**src/rtl/esteira_posicionamento.sv**
```systemverilog
// Belt motion controller for the bottling line.
// Runs the belt motor one station hop per move request and keeps track of
// which station (ENCHIMENTO -> CQ -> LACRE -> ENCHIMENTO) the bottle is at.
// Every output is a register or a decode of registers.
module esteira_posicionamento #(
    parameter int T_TRAVEL = 50,
    parameter int CNT_W    = 8
) (
    input  logic             clk,
    input  logic             Reset,
    input  logic             Comando_Mover_Esteira,
    input  logic             Sensor_Obstrucao,
    output logic             Motor_Ligado,
    output logic             Motor_Parado_Pos_Enchimento,
    output logic             Motor_Parado_Pos_CQ,
    output logic             Motor_Parado_Pos_Lacre,
    output logic [1:0]       Posicao,
    output logic             Chegada,
    output logic [CNT_W-1:0] Contador_Voltas
);

    typedef enum logic [1:0] {
        PARADO_POS = 2'b00,
        MOVENDO    = 2'b01,
        PAUSADO    = 2'b10
    } estado_t;

    localparam logic [1:0] POS_ENCHIMENTO = 2'b00;
    localparam logic [1:0] POS_CQ         = 2'b01;
    localparam logic [1:0] POS_LACRE      = 2'b10;

    localparam logic [15:0] TIMER_CARGA = 16'(T_TRAVEL - 1);

    estado_t          estado, estado_prox;
    logic [15:0]      timer, timer_prox;
    logic [1:0]       posicao, posicao_prox;
    logic [1:0]       alvo, alvo_prox;
    logic             pendente, pendente_prox;
    logic             chegada, chegada_prox;
    logic [CNT_W-1:0] contador, contador_prox;

    // Station that follows the given one; the unused code 11 recovers to ENCHIMENTO.
    function automatic logic [1:0] proxima_posicao(input logic [1:0] pos);
        case (pos)
            POS_ENCHIMENTO: proxima_posicao = POS_CQ;
            POS_CQ:         proxima_posicao = POS_LACRE;
            default:        proxima_posicao = POS_ENCHIMENTO;
        endcase
    endfunction

    // State register plus all datapath registers; reset takes effect immediately.
    always_ff @(posedge clk or posedge Reset) begin
        if (Reset) begin
            estado   <= PARADO_POS;
            timer    <= '0;
            posicao  <= POS_ENCHIMENTO;
            alvo     <= POS_ENCHIMENTO;
            pendente <= 1'b0;
            chegada  <= 1'b0;
            contador <= '0;
        end else begin
            // NOTE: non-blocking so every register samples the pre-edge values
            // computed by the next-state logic, independent of statement order.
            estado   <= estado_prox;
            timer    <= timer_prox;
            posicao  <= posicao_prox;
            alvo     <= alvo_prox;
            pendente <= pendente_prox;
            chegada  <= chegada_prox;
            contador <= contador_prox;
        end
    end

    // Next-state and datapath update logic for the three motion states.
    always_comb begin
        // NOTE: every signal gets a hold-value default first so no path through
        // the case leaves it unassigned, which would infer a latch.
        estado_prox   = estado;
        timer_prox    = timer;
        posicao_prox  = posicao;
        alvo_prox     = alvo;
        pendente_prox = pendente;
        chegada_prox  = 1'b0;
        contador_prox = contador;

        case (estado)
            PARADO_POS: begin
                if ((Comando_Mover_Esteira || pendente) && !Sensor_Obstrucao) begin
                    estado_prox   = MOVENDO;
                    timer_prox    = TIMER_CARGA;
                    alvo_prox     = proxima_posicao(posicao);
                    pendente_prox = 1'b0;
                end else if (Comando_Mover_Esteira && Sensor_Obstrucao) begin
                    // Remember a short command that arrived while blocked.
                    pendente_prox = 1'b1;
                end
            end

            MOVENDO: begin
                if (Sensor_Obstrucao) begin
                    // Obstruction wins even when the hop would finish this edge.
                    estado_prox = PAUSADO;
                end else if (timer == 16'd0) begin
                    estado_prox  = PARADO_POS;
                    posicao_prox = alvo;
                    chegada_prox = 1'b1;
                    if (alvo == POS_ENCHIMENTO)
                        contador_prox = contador + CNT_W'(1);
                end else begin
                    timer_prox = timer - 16'd1;
                end
            end

            PAUSADO: begin
                if (!Sensor_Obstrucao) begin
                    estado_prox = MOVENDO;
                    // The resume edge takes the count the interrupted cycle
                    // skipped, so each paused cycle delays arrival by one.
                    if (timer != 16'd0)
                        timer_prox = timer - 16'd1;
                end
            end

            default: begin
                estado_prox = PARADO_POS;
            end
        endcase
    end

    // Output decode from registered state only.
    assign Motor_Ligado                = (estado == MOVENDO);
    assign Motor_Parado_Pos_Enchimento = (estado == PARADO_POS) && (posicao == POS_ENCHIMENTO);
    assign Motor_Parado_Pos_CQ         = (estado == PARADO_POS) && (posicao == POS_CQ);
    assign Motor_Parado_Pos_Lacre      = (estado == PARADO_POS) && (posicao == POS_LACRE);
    assign Posicao                     = posicao;
    assign Chegada                     = chegada;
    assign Contador_Voltas             = contador;

endmodule

```
**config.mk**
```make
export PLATFORM = sky130hd
export DESIGN_NAME = esteira_posicionamento
export DESIGN_NICKNAME = d
export VERILOG_FILES = /design/src/rtl/esteira_posicionamento.sv
export SDC_FILE = /design/constraint.sdc
export NUM_CORES = 1
export LEC_CHECK = 0
export BUFFER_PORTS_ARGS = -buffer_cell sky130_fd_sc_hd__buf_2
export CORE_MARGIN = 1
export CORE_UTILIZATION = 50
export CTS_CLUSTER_SIZE = 16
export DETAILED_ROUTE_END_ITERATION = 10
export PLACE_DENSITY = 0.69
export SLEW_MARGIN = 10
export SYNTH_ARGS = -nofsm -noshare
export SYNTH_HDL_FRONTEND = slang
export SYNTH_SLANG_ARGS = --single-unit
export TNS_END_PERCENT = 20
```
**constraint.sdc**
```tcl
create_clock -name clk -period 4.2 [get_ports clk]
set_input_delay 0.63 -clock clk [delete_from_list [all_inputs] [get_ports clk]]
set_output_delay 0.63 -clock clk [all_outputs]
set_load 0.01 [all_outputs]
```
==> results of run 1 <==
[registers in the layout, indices dropped and copies added, names as in the netlist]
register         cells
timer               16
Contador_Voltas      8
Posicao              2
alvo                 2
estado               2
Chegada              1
pendente             1
[power by group]
group	leakage [nW]	switching [W]	internal, W
combinational	0.443	0.000240	0.000139
sequential	0.422	0.0000312	0.000344
clock	0.0374	0.0000971	0.0000949
[kinds of logic after synthesis]
group | Yosys count | synth area share [%]
AND/OR/NAND/NOR | 59 | 20.0
AO/OA/AOI/OAI | 47 | 17.7
flip-flops | 32 | 47.7
buffers and inverters | 13 | 3.06
XOR/XNOR | 7 | 3.65
adder cells (fa/ha/maj) | 6 | 4.47
multiplexers | 5 | 3.35
[path summary, 6_finish.rpt]
path	endpoint	slack, ps	start	cells past startpoint
worst min register to register	Contador_Voltas[7]$_DFFE_PP0P_	470	Contador_Voltas[7]$_DFFE_PP0P_	1
worst max register to register	timer[13]$_DFFE_PP0P_	1700	estado[0]$_DFFE_PP0P_	7
min in group clk	Contador_Voltas[7]$_DFFE_PP0P_	470	Contador_Voltas[7]$_DFFE_PP0P_	1
worst min-delay path	Contador_Voltas[3]$_DFFE_PP0P_	300	Reset	2
max in group asynchronous	timer[1]$_DFFE_PP0P_	3270	Reset	3
worst max-delay path	timer[13]$_DFFE_PP0P_	1700	estado[0]$_DFFE_PP0P_	7
[cell type report]
cell class / instances / share of cell area (%)
clock buffers: 7 / 3.47
inverters: 8 / 1.60
multi-input cells: 124 / 44.1
flip-flops and latches: 32 / 42.7
well taps: 44 / 2.94
repair buffers: 19 / 5.20
[per-layer routing]
layer	share of wire, %	global-route usage (%)	wire length, um	up-vias
met5	0	0	0	-
met1	47	24.9	1460	651
met3	3.9	4.55	119	4
li1	-	-	-	652
met4	1.4	9.63	42	0
met2	47	31.9	1460	32
[worst max-delay path, cell delays in order (launching register included)]
cell,delay (ps)
dfrtp_1,400
inv_1,80
ha_1,300
a21oi_1,200
o21ai_0,270
a31oi_1,470
nand2_1,370
o31ai_1,320
[placed cells by master, fill, tap and decap left out, types with 5 or more instances in the layout]
master,instances
inv_1,8
o21ai_0,17
nand2_1,10
mux2_2,5
nor2_1,12
o31ai_1,8
a21oi_1,9
xnor2_1,6
clkbuf_4,5
ha_1,6
buf_2,18
dfrtp_1,32
and2_1,5
[per-stage QoR]
| step | instances | util, % | setup slack, ps |
|---|---|---|---|
| final | 234 | 60.0 | 1700 |
| after global routing | 234 | 60.0 | 1440 |
| after CTS | 234 | 60.0 | 1800 |
| after detailed placement | 227 | 57.9 | 1800 |
| after global placement | 227 | 57.9 | 1820 |
| after floorplan | 169 | - | 2040 |
==> impl_results.md, run 1 <==
* Status: finished clean
* TritonCTS buffer count at 5
* Tmin final at 2500 ps
* Post-CTS resize count at 0
* Post-DRT Antenna Nets at 0
* Layout cells sized above 1 at 21.1%
* Critical Path Start Type: register
* 1st-pass router iterations at 5
* Top post-synthesis cells by area: dfrtp_1 48%, o21ai_0 5.1%, ha_1 4.5%
* Clk_lat worst skew at 320 ps
* Worst vdd ir at 0.000365 V
* Fill cells at 278
* FFs w/ async S/R, synth at 100%
* Total power at 0.000947 W
* Drt wl/cell at 13.2 um
* Number of synthesized flops with an enable pin at 0
* Post-Synthesis Cells at 169
* Hold violation total from the final report at 0
* Hpwl dp at 2240 um
* Sequential area share after synthesis at 47.7%
* Area leader, netlist: dfrtp_1
* P_leak at 0.903 nW
* Post-synth top area share at 47.7%
* Root Buffer: clkbuf_4
* Max-Cap Viols at 0
* Number of remaining DRC errors at 0
* Clock tree buffer depth at 2
* Die height at 60.0 um
* Worst EP arrival at 2740 ps
* Top cells by count, synth: 32 x dfrtp_1, 17 x o21ai_0, 12 x nor2_1
* Pin count of the biggest net entering global routing at 21
* Post-synth top flop: dfrtp_1
* H-tree levels at 2
* Total wire length at 3090 um
* CP max FO at 11
* Period utilisation layout at 59.6%
* Initial Util at 53.7%
* Sink Count at 32
* Die W at 60.0 um
* Grt ovf at 0
* Distinct cells, synth at 37
* Slew Viols, Final at 0
* Multi-input gate area at 827 um2
* Port bufs at 18
* Hold slack at 299 ps
* Cell Area, Placed at 1810 um2
* Number of setup violations in the final report at 0
* CTS tree: done
* Final nets at 200
* GP Congestion at 0.825
* I/O pins at 19
* Final Cell Area at 1880 um2
* Std cell rows at 20
* Postcts setup bufs at 0
* Rel. slew slack at 58.4%
* Initial antenna violation count at 0
* Initial drt markers at 41
* Least-Margin Pin Slew at 617 ps
* Global-route usage over all layers at 19.8%
* # hold bufs at CTS at 0
* Vias in the first global route at 1172
* Vias post-DR at 1339
* Syn nets at 179
* Area delta synth->final at 11.7%
* FF/Latch Area at 801 um2
* RSZ-0062 raised after global routing: false
* Die area at 3590 um2
* Vias per cell at 5.72
* Mapped Area at 1680 um2
* Register bit total from synthesis at 32
* Core ar. at 3130 um2
* Critical path data required time at 4430 ps
* F_max at 400 MHz
* Hold WC Path Type: primary input to asynchronous set/reset pin
* Avg Cell Area, Syn at 9.94 um2
* Count leader, synth: dfrtp_1
* Setup crit end kind: register
* Reg clk slew, reported paths at 90 ps
* Final Skew at 6.01 ps
* First-pass GRT wire length at 5180 um
* Ant. Diodes at 0
* Setup TNS at 0 ps
* WS Path Type: register to register
* Yosys warning total at 0
* PD cells at 505 nW/um2
Note: power is estimated with default switching activity, not from simulation.
==> inputs of run 2 (changes only) <==
--- a/config.mk
+++ b/config.mk
@@ -5,12 +5,13 @@
 export SDC_FILE = /design/constraint.sdc
 export NUM_CORES = 1
 export LEC_CHECK = 0
+export ABC_AREA = 1
 export BUFFER_PORTS_ARGS = -buffer_cell sky130_fd_sc_hd__buf_2
 export CORE_MARGIN = 1
 export CORE_UTILIZATION = 50
 export CTS_CLUSTER_SIZE = 16
 export DETAILED_ROUTE_END_ITERATION = 10
-export PLACE_DENSITY = 0.69
+export PLACE_DENSITY = 0.68
 export SLEW_MARGIN = 10
 export SYNTH_ARGS = -nofsm -noshare
 export SYNTH_HDL_FRONTEND = slang
==> constraint.sdc (replaced) <==
create_clock -name clk -period 2.4 [get_ports clk]
set_input_delay 0.36 -clock clk [delete_from_list [all_inputs] [get_ports clk]]
set_output_delay 0.36 -clock clk [all_outputs]
set_load 0.01 [all_outputs]
==> impl_results.md, run 2 <==
* WS Path Type: register to register
* Clk_lat worst skew at 280 ps (-40 ps)
* Critical Path Start Type: register
* Distinct cells, synth at 31 (-16%)
* Hold violation total from the final report at 0 (unchanged)
* Area delta synth->final at 10.2%
* Post-Synthesis Cells at 265 (+57%)
* Vias post-DR at 1639 (+22%)
* Global-route usage over all layers at 20.3% (+0.56 points)
* Avg Cell Area, Syn at 7.72 um2 (-22%)
* Register bit total from synthesis at 32 (unchanged)
* F_max at 551 MHz (+38%)
* Post-synth top area share at 39.1% (-8.5 points)
* Pin count of the biggest net entering global routing at 33 (+57%)
* CP max stage cell: nand4_2
* Total wire length at 3720 um (+21%)
* Layout cells sized above 1 at 18.7% (-2.4 points)
* First-pass GRT wire length at 6640 um (+28%)
* Final Skew at 6.68 ps (+0.672 ps)
* Slew Viols, Final at 0 (unchanged)
* Vias in the first global route at 1490 (+27%)
* Vias per cell at 4.86 (-15%)
* Final Cell Area at 2250 um2 (+20%)
* Max reg flops at 16 (unchanged)
* Period utilisation layout at 75.6% (+16 points)
* 1st-pass router iterations at 4 (-1)
* Least-Margin Pin Slew at 446 ps (-172 ps)
* Die height at 66.0 um (+10%)
* Mapped Area at 2050 um2 (+22%)
* Rel. slew slack at 70.2% (+12 points)
* Clock tree buffer depth at 2 (unchanged)
* Status: finished clean
* Worst EP arrival at 2040 ps (-700 ps)
* Setup TNS at 0 ps (unchanged)
* Worst vdd ir at 0.000814 V (+120%)
* Ant. Diodes at 0 (unchanged)
* # hold bufs at CTS at 0 (unchanged)
* CP peak stage delay at 380 ps (-90 ps)
* CP max FO at 15 (+4)
* Grt ovf at 0 (unchanged)
* P_leak at 1.17 nW (+29%)
* Sink Count at 32 (unchanged)
* Reg with most FFs: timer
* Initial Util at 53.9% (+0.17 points)
* Reg clk slew, reported paths at 70 ps (-20 ps)
* Post-DRT Antenna Nets at 0 (unchanged)
* Critical path data required time at 2630 ps (-1800 ps)
* Hpwl dp at 2680 um (+19%)
* Syn nets at 275 (+54%)
* Initial antenna violation count at 0 (unchanged)
* Core ar. at 3800 um2 (+21%)
* Most frequent cells in the layout: 74 x nand2_1, 36 x inv_1, 32 x dfrtp_1, 32 x nor2_1, 18 x buf_2
* Post-synth top flop: dfrtp_1
* Fill cells at 367 (+32%)
* Leading cell type in the layout, fill and taps excluded: nand2_1
* Die area at 4350 um2 (+21%)
* FFs w/ async S/R, synth at 100% (unchanged)
* CTS tree: done
* Die W at 66.0 um (+10%)
* RSZ-0062 raised after global routing: false
* Number of remaining DRC errors at 0 (unchanged)
* I/O pins at 19 (unchanged)
* Multi-input gate area at 1050 um2 (+28%)
* TritonCTS buffer count at 5 (unchanged)
* Initial drt markers at 97 (+140%)
* Top delay family on crit path: simple AND/OR/NAND/NOR gates
* Port bufs at 18 (unchanged)
* Area leader, netlist: dfrtp_1
* Reg-to-reg setup timing slack at 590 ps (-1110 ps)
* Number of setup violations in the final report at 0 (unchanged)
* Sequential area share after synthesis at 39.1% (-8.5 points)
* Crit path cell chain: inv_1 -> ha_1 -> nand2_4 -> nor2_8 -> nand4_2 -> nand2b_1 -> nand2_1
* GP Congestion at 0.830 (+0.69%)
* Number of synthesized flops with an enable pin at 0 (unchanged)
* Setup crit end kind: register
* Cell Area, Placed at 2160 um2 (+20%)
* Top cells by count, synth: 74 x nand2_1, 36 x inv_1, 32 x dfrtp_1, 32 x nor2_1, 17 x nand3_1
* Root Buffer: clkbuf_8
* Top post-synthesis cells by area: dfrtp_1 39%, nand2_1 14%, inv_1 6.6%
* Final nets at 298 (+49%)
* Hold WC Path Type: primary input to asynchronous set/reset pin
* Post-CTS resize count at 0 (unchanged)
* Postcts setup bufs at 0 (unchanged)
* WP buf/inv at 1 (unchanged)
* Tmin final at 1810 ps (-688 ps)
* Std cell rows at 22 (+10%)
* Count leader, synth: nand2_1
* H-tree levels at 2 (unchanged)
* Yosys warning total at 0 (unchanged)
* Drt wl/cell at 11.0 um (-16%)
* Util after Layout at 59.4% (-0.61 points)
* PD cells at 1490 nW/um2 (+200%)
* FF/Latch Area at 801 um2 (unchanged)
* Max-Cap Viols at 0 (unchanged)
## run 2: worst reg2reg max path, delay by kind of cell, from the launching register on
kind / cells / cell delay (ps)
buffers and inverters: 1 / 110
and+or+nand+nor: 5 / 990
DFF: 1 / 370
adders and majority gates: 1 / 290
## run 2: routing by layer
metal / up-vias / global-route usage, % / wire length (um)
met5: - / 0 / 0
met4: 0 / 5.59 / 34
met3: 4 / 6.72 / 129
met2: 20 / 30.9 / 1640
met1: 744 / 27.6 / 1920
li1: 871 / - / -
## run 2: cell type report
type | instances | share of cell area, %
inverters | 37 | 6.38
clock buffers | 8 | 4.00
flip-flops and latches | 32 | 35.5
well taps | 48 | 2.66
repair buffers | 20 | 4.66
multi-input cells | 192 | 46.8
## run 2: cell families after synthesis
family	synth area share, %
compound gates	9.48
fa+ha+maj	3.67
simple gates	34.1
buf+inv	9.30
flops	39.1
xor+xnor	4.28
## run 2: final timing paths
kind | from | end | cells past startpoint
hold reg to reg | Contador_Voltas[6]$_DFFE_PP0P_ | Contador_Voltas[6]$_DFFE_PP0P_ | 2
setup reg to reg | timer[0]$_DFFE_PP0P_ | Contador_Voltas[6]$_DFFE_PP0P_ | 7
max in group asynchronous | Reset | timer[11]$_DFFE_PP0P_ | 3
setup / recovery | timer[0]$_DFFE_PP0P_ | Contador_Voltas[6]$_DFFE_PP0P_ | 7
hold / removal | Reset | Contador_Voltas[7]$_DFFE_PP0P_ | 3
min in group clk | Sensor_Obstrucao | Chegada$_DFF_PP0_ | 2
## run 2: metrics by stage
step	hold slack (ps)	worst slack [ps]	cells	power (W)
2_1_floorplan	435	850	265	0.00261
6_report	161	585	337	0.00337
5_1_grt	204	397	337	0.00372
3_3_place_gp	466	639	329	0.00291
4_1_cts	172	578	337	0.00339
3_5_place_dp	481	591	329	0.00295
## run 2: where the power goes
part	internal [W]	switching, W	total, W
Combinational	0.000669	0.00130	0.00197
Sequential	0.000747	0.000219	0.000966
Clock	0.000234	0.000196	0.000430
==> inputs of run 3 (changes only) <==
==> constraint.sdc (replaced) <==
create_clock -name clk -period 1.9 [get_ports clk]
set_input_delay 0.285 -clock clk [delete_from_list [all_inputs] [get_ports clk]]
set_output_delay 0.285 -clock clk [all_outputs]
set_load 0.01 [all_outputs]
==> impl_results.md, run 3 (synthesized netlist as in run 2, its figures left out) <==
* Status: finished clean
* Max reg flops at 16 (unchanged)
* Critical Path Start Type: register
* Period utilisation layout at 92.2%
* GRT busiest layer: met2
* CP peak stage delay at 410 ps (+30 ps)
* Fill cells at 362 (-1.4%)
* GP Congestion at 0.801 (-3.5%)
* CP max FO at 5 (-10)
* CTS tree: done
* Seq pwr share at 28.4% (-0.3 points)
* Hold violation total from the final report at 0 (unchanged)
* F_max at 571 MHz
* Initial Util at 53.9% (unchanged)
* Internal at 0.00208 W (+26%)
* Crit path cell chain: inv_1 -> ha_1 -> inv_1 -> nor3_1 -> buf_2
* Global-route usage over all layers at 19.9% (-0.43 points)
* Worst slack at placement at 190 ps (-401 ps)
* # hold bufs at CTS at 0 (unchanged)
* Total power at 0.00431 W (+28%)
* Reg clk slew, reported paths at 70 ps (about the same)
* CP max stage cell: dfrtp_1
* Area delta synth->final at 11.3%
* Slew Viols, Final at 0 (unchanged)
* Met3 usage at 4.66% (-2.1 points)
* Grt ovf at 0 (unchanged)
* Port bufs at 18 (unchanged)
* Clk pwr share at 12.8% (about the same)
* WS Path Type: register to output port
* Least-Margin Pin Slew at 413 ps (-32.3 ps)
* Worst vdd ir at 0.00116 V (+42%)
* Hold WC Path Type: primary input to asynchronous set/reset pin
* Critical path data required time at 1620 ps (-1010 ps)
* Setup TNS at 0 ps (unchanged)
* Tmin final at 1750 ps
* Sw frac at 51.7% (+0.69 points)
* Final Skew at 3.57 ps (-3.11 ps)
* Grt met1 use at 25.8% (-1.8 points)
* Initial drt markers at 66 (-32%)
* Vias in the first global route at 1484 (-0.40%)
* Final nets at 300 (+0.67%)
* Post-DRT Antenna Nets at 0 (unchanged)
* Root Buffer: clkbuf_8
* Post-CTS resize count at 0 (unchanged)
* Vias post-DR at 1663 (+1.5%)
* Number of setup violations in the final report at 0 (unchanged)
* RSZ-0062 raised after global routing: false
* TritonCTS buffer count at 5 (unchanged)
* GR met2 Demand/Resource at 31.3% (+0.38 points)
* 1st-pass router iterations at 4 (unchanged)
* Std cell rows at 22 (unchanged)
* P_leak at 1.18 nW (+1.3%)
* Net Sw Power at 0.00223 W (+30%)
* Ant. Diodes at 0 (unchanged)
* Drt wl/cell at 11.5 um (+3.9%)
* H-tree levels at 2 (unchanged)
* Pin count of the biggest net entering global routing at 33 (unchanged)
* Final worst slack at 149 ps (-437 ps)
* Clock tree buffer depth at 2 (unchanged)
* Clk_lat worst skew at 290 ps (about the same)
* Max-Cap Viols at 0 (unchanged)
* Total wire length at 3890 um (+4.5%)
* Top delay family on crit path: flip-flops
* Hpwl dp at 2630 um (-1.9%)
* Sink Count at 32 (unchanged)
* Setup crit end kind: output port
* Rel. slew slack at 72.4% (+2.2 points)
* First-pass GRT wire length at 6480 um (-2.4%)
* Number of remaining DRC errors at 0 (unchanged)
* Combinational share of power at 58.8% (+0.3 points)
* CP most frequent cell: inv_1
* Vias per cell at 4.91 (+0.87%)
* PD cells at 1890 nW/um2 (+27%)
* Leading cell type in the layout, fill and taps excluded: nand2_1
* Initial antenna violation count at 0 (unchanged)
* Most frequent cells in the layout: 74 x nand2_1, 36 x inv_1, 32 x dfrtp_1
* I/O pins at 19 (unchanged)
* WP buf/inv at 3 (+2)
* Die W at 66.0 um (unchanged)
* Die height at 66.0 um (unchanged)
* Core ar. at 3800 um2 (unchanged)
* Worst EP arrival at 1470 ps (-570 ps)
* Reg with most FFs: timer
* Postcts setup bufs at 0 (unchanged)
* Layout cells sized above 1 at 20.3% (+1.6 points)
* Die area at 4350 um2 (unchanged)
-- run 3: final cells by class --
class | count | area [um2] | area share, %
repair buffers | 21 | 113 | 4.95
well taps | 48 | 60.1 | 2.64
clock inverters | 2 | 10.0 | 0.440
multi-input cells | 193 | 1060 | 46.7
clock buffers | 6 | 82.6 | 3.63
flip-flops and latches | 32 | 801 | 35.2
inverters | 37 | 146 | 6.43
-- run 3: path summary, 6_finish.rpt --
check | cells past startpoint | end | slack, ps | startpoint
max in group asynchronous | 3 | Contador_Voltas[5]$_DFFE_PP0P_ | 1530 | Reset
min reg2reg | 2 | Contador_Voltas[6]$_DFFE_PP0P_ | 500 | Contador_Voltas[6]$_DFFE_PP0P_
min | 3 | Contador_Voltas[6]$_DFFE_PP0P_ | 70 | Reset
max | 5 | Motor_Parado_Pos_Lacre | 150 | estado[0]$_DFFE_PP0P_
min in group clk | 2 | Chegada$_DFF_PP0_ | 250 | Sensor_Obstrucao
max reg2reg | 9 | timer[4]$_DFFE_PP0P_ | 170 | estado[0]$_DFFE_PP0P_
-- run 3: layer usage --
| metal | vias up | share of wire, % |
|---|---|---|
| met1 | 758 | 51 |
| met5 | - | 0 |
| met4 | 0 | 1.5 |
| li1 | 878 | - |
| met3 | 5 | 2.7 |
| met2 | 22 | 45 |
-- run 3: through the flow --
step | utilization (%) | std cells | area, um2 | hold WS [ps]
floorplan | - | 265 | 2050 | 360
global placement | 57.2 | 330 | 2170 | 397
detailed placement | 57.2 | 330 | 2170 | 399
CTS | 59.6 | 338 | 2260 | 81.5
global route | 59.9 | 339 | 2280 | 115
finish | 59.9 | 339 | 2280 | 69.1
-- run 3: worst register-to-register path, stage by stage, from the launching register on --
cell,delay [ps]
dfrtp_1,400
inv_1,80
ha_1,260
nor2_1,170
o21ai_1,110
nor2_2,210
nand2_4,160
inv_8,150
nand2_1,80
o21ai_2,50
-- run 3: power by group through the flow --
stage          sequential (W)  clock (W)  combinational, W
5_1_grt               0.00126   0.000591           0.00288
2_1_floorplan         0.00119          0           0.00212
6_report              0.00122   0.000552           0.00254
3_5_place_dp          0.00123          0           0.00247
3_3_place_gp          0.00123          0           0.00244
4_1_cts               0.00122   0.000571           0.00251
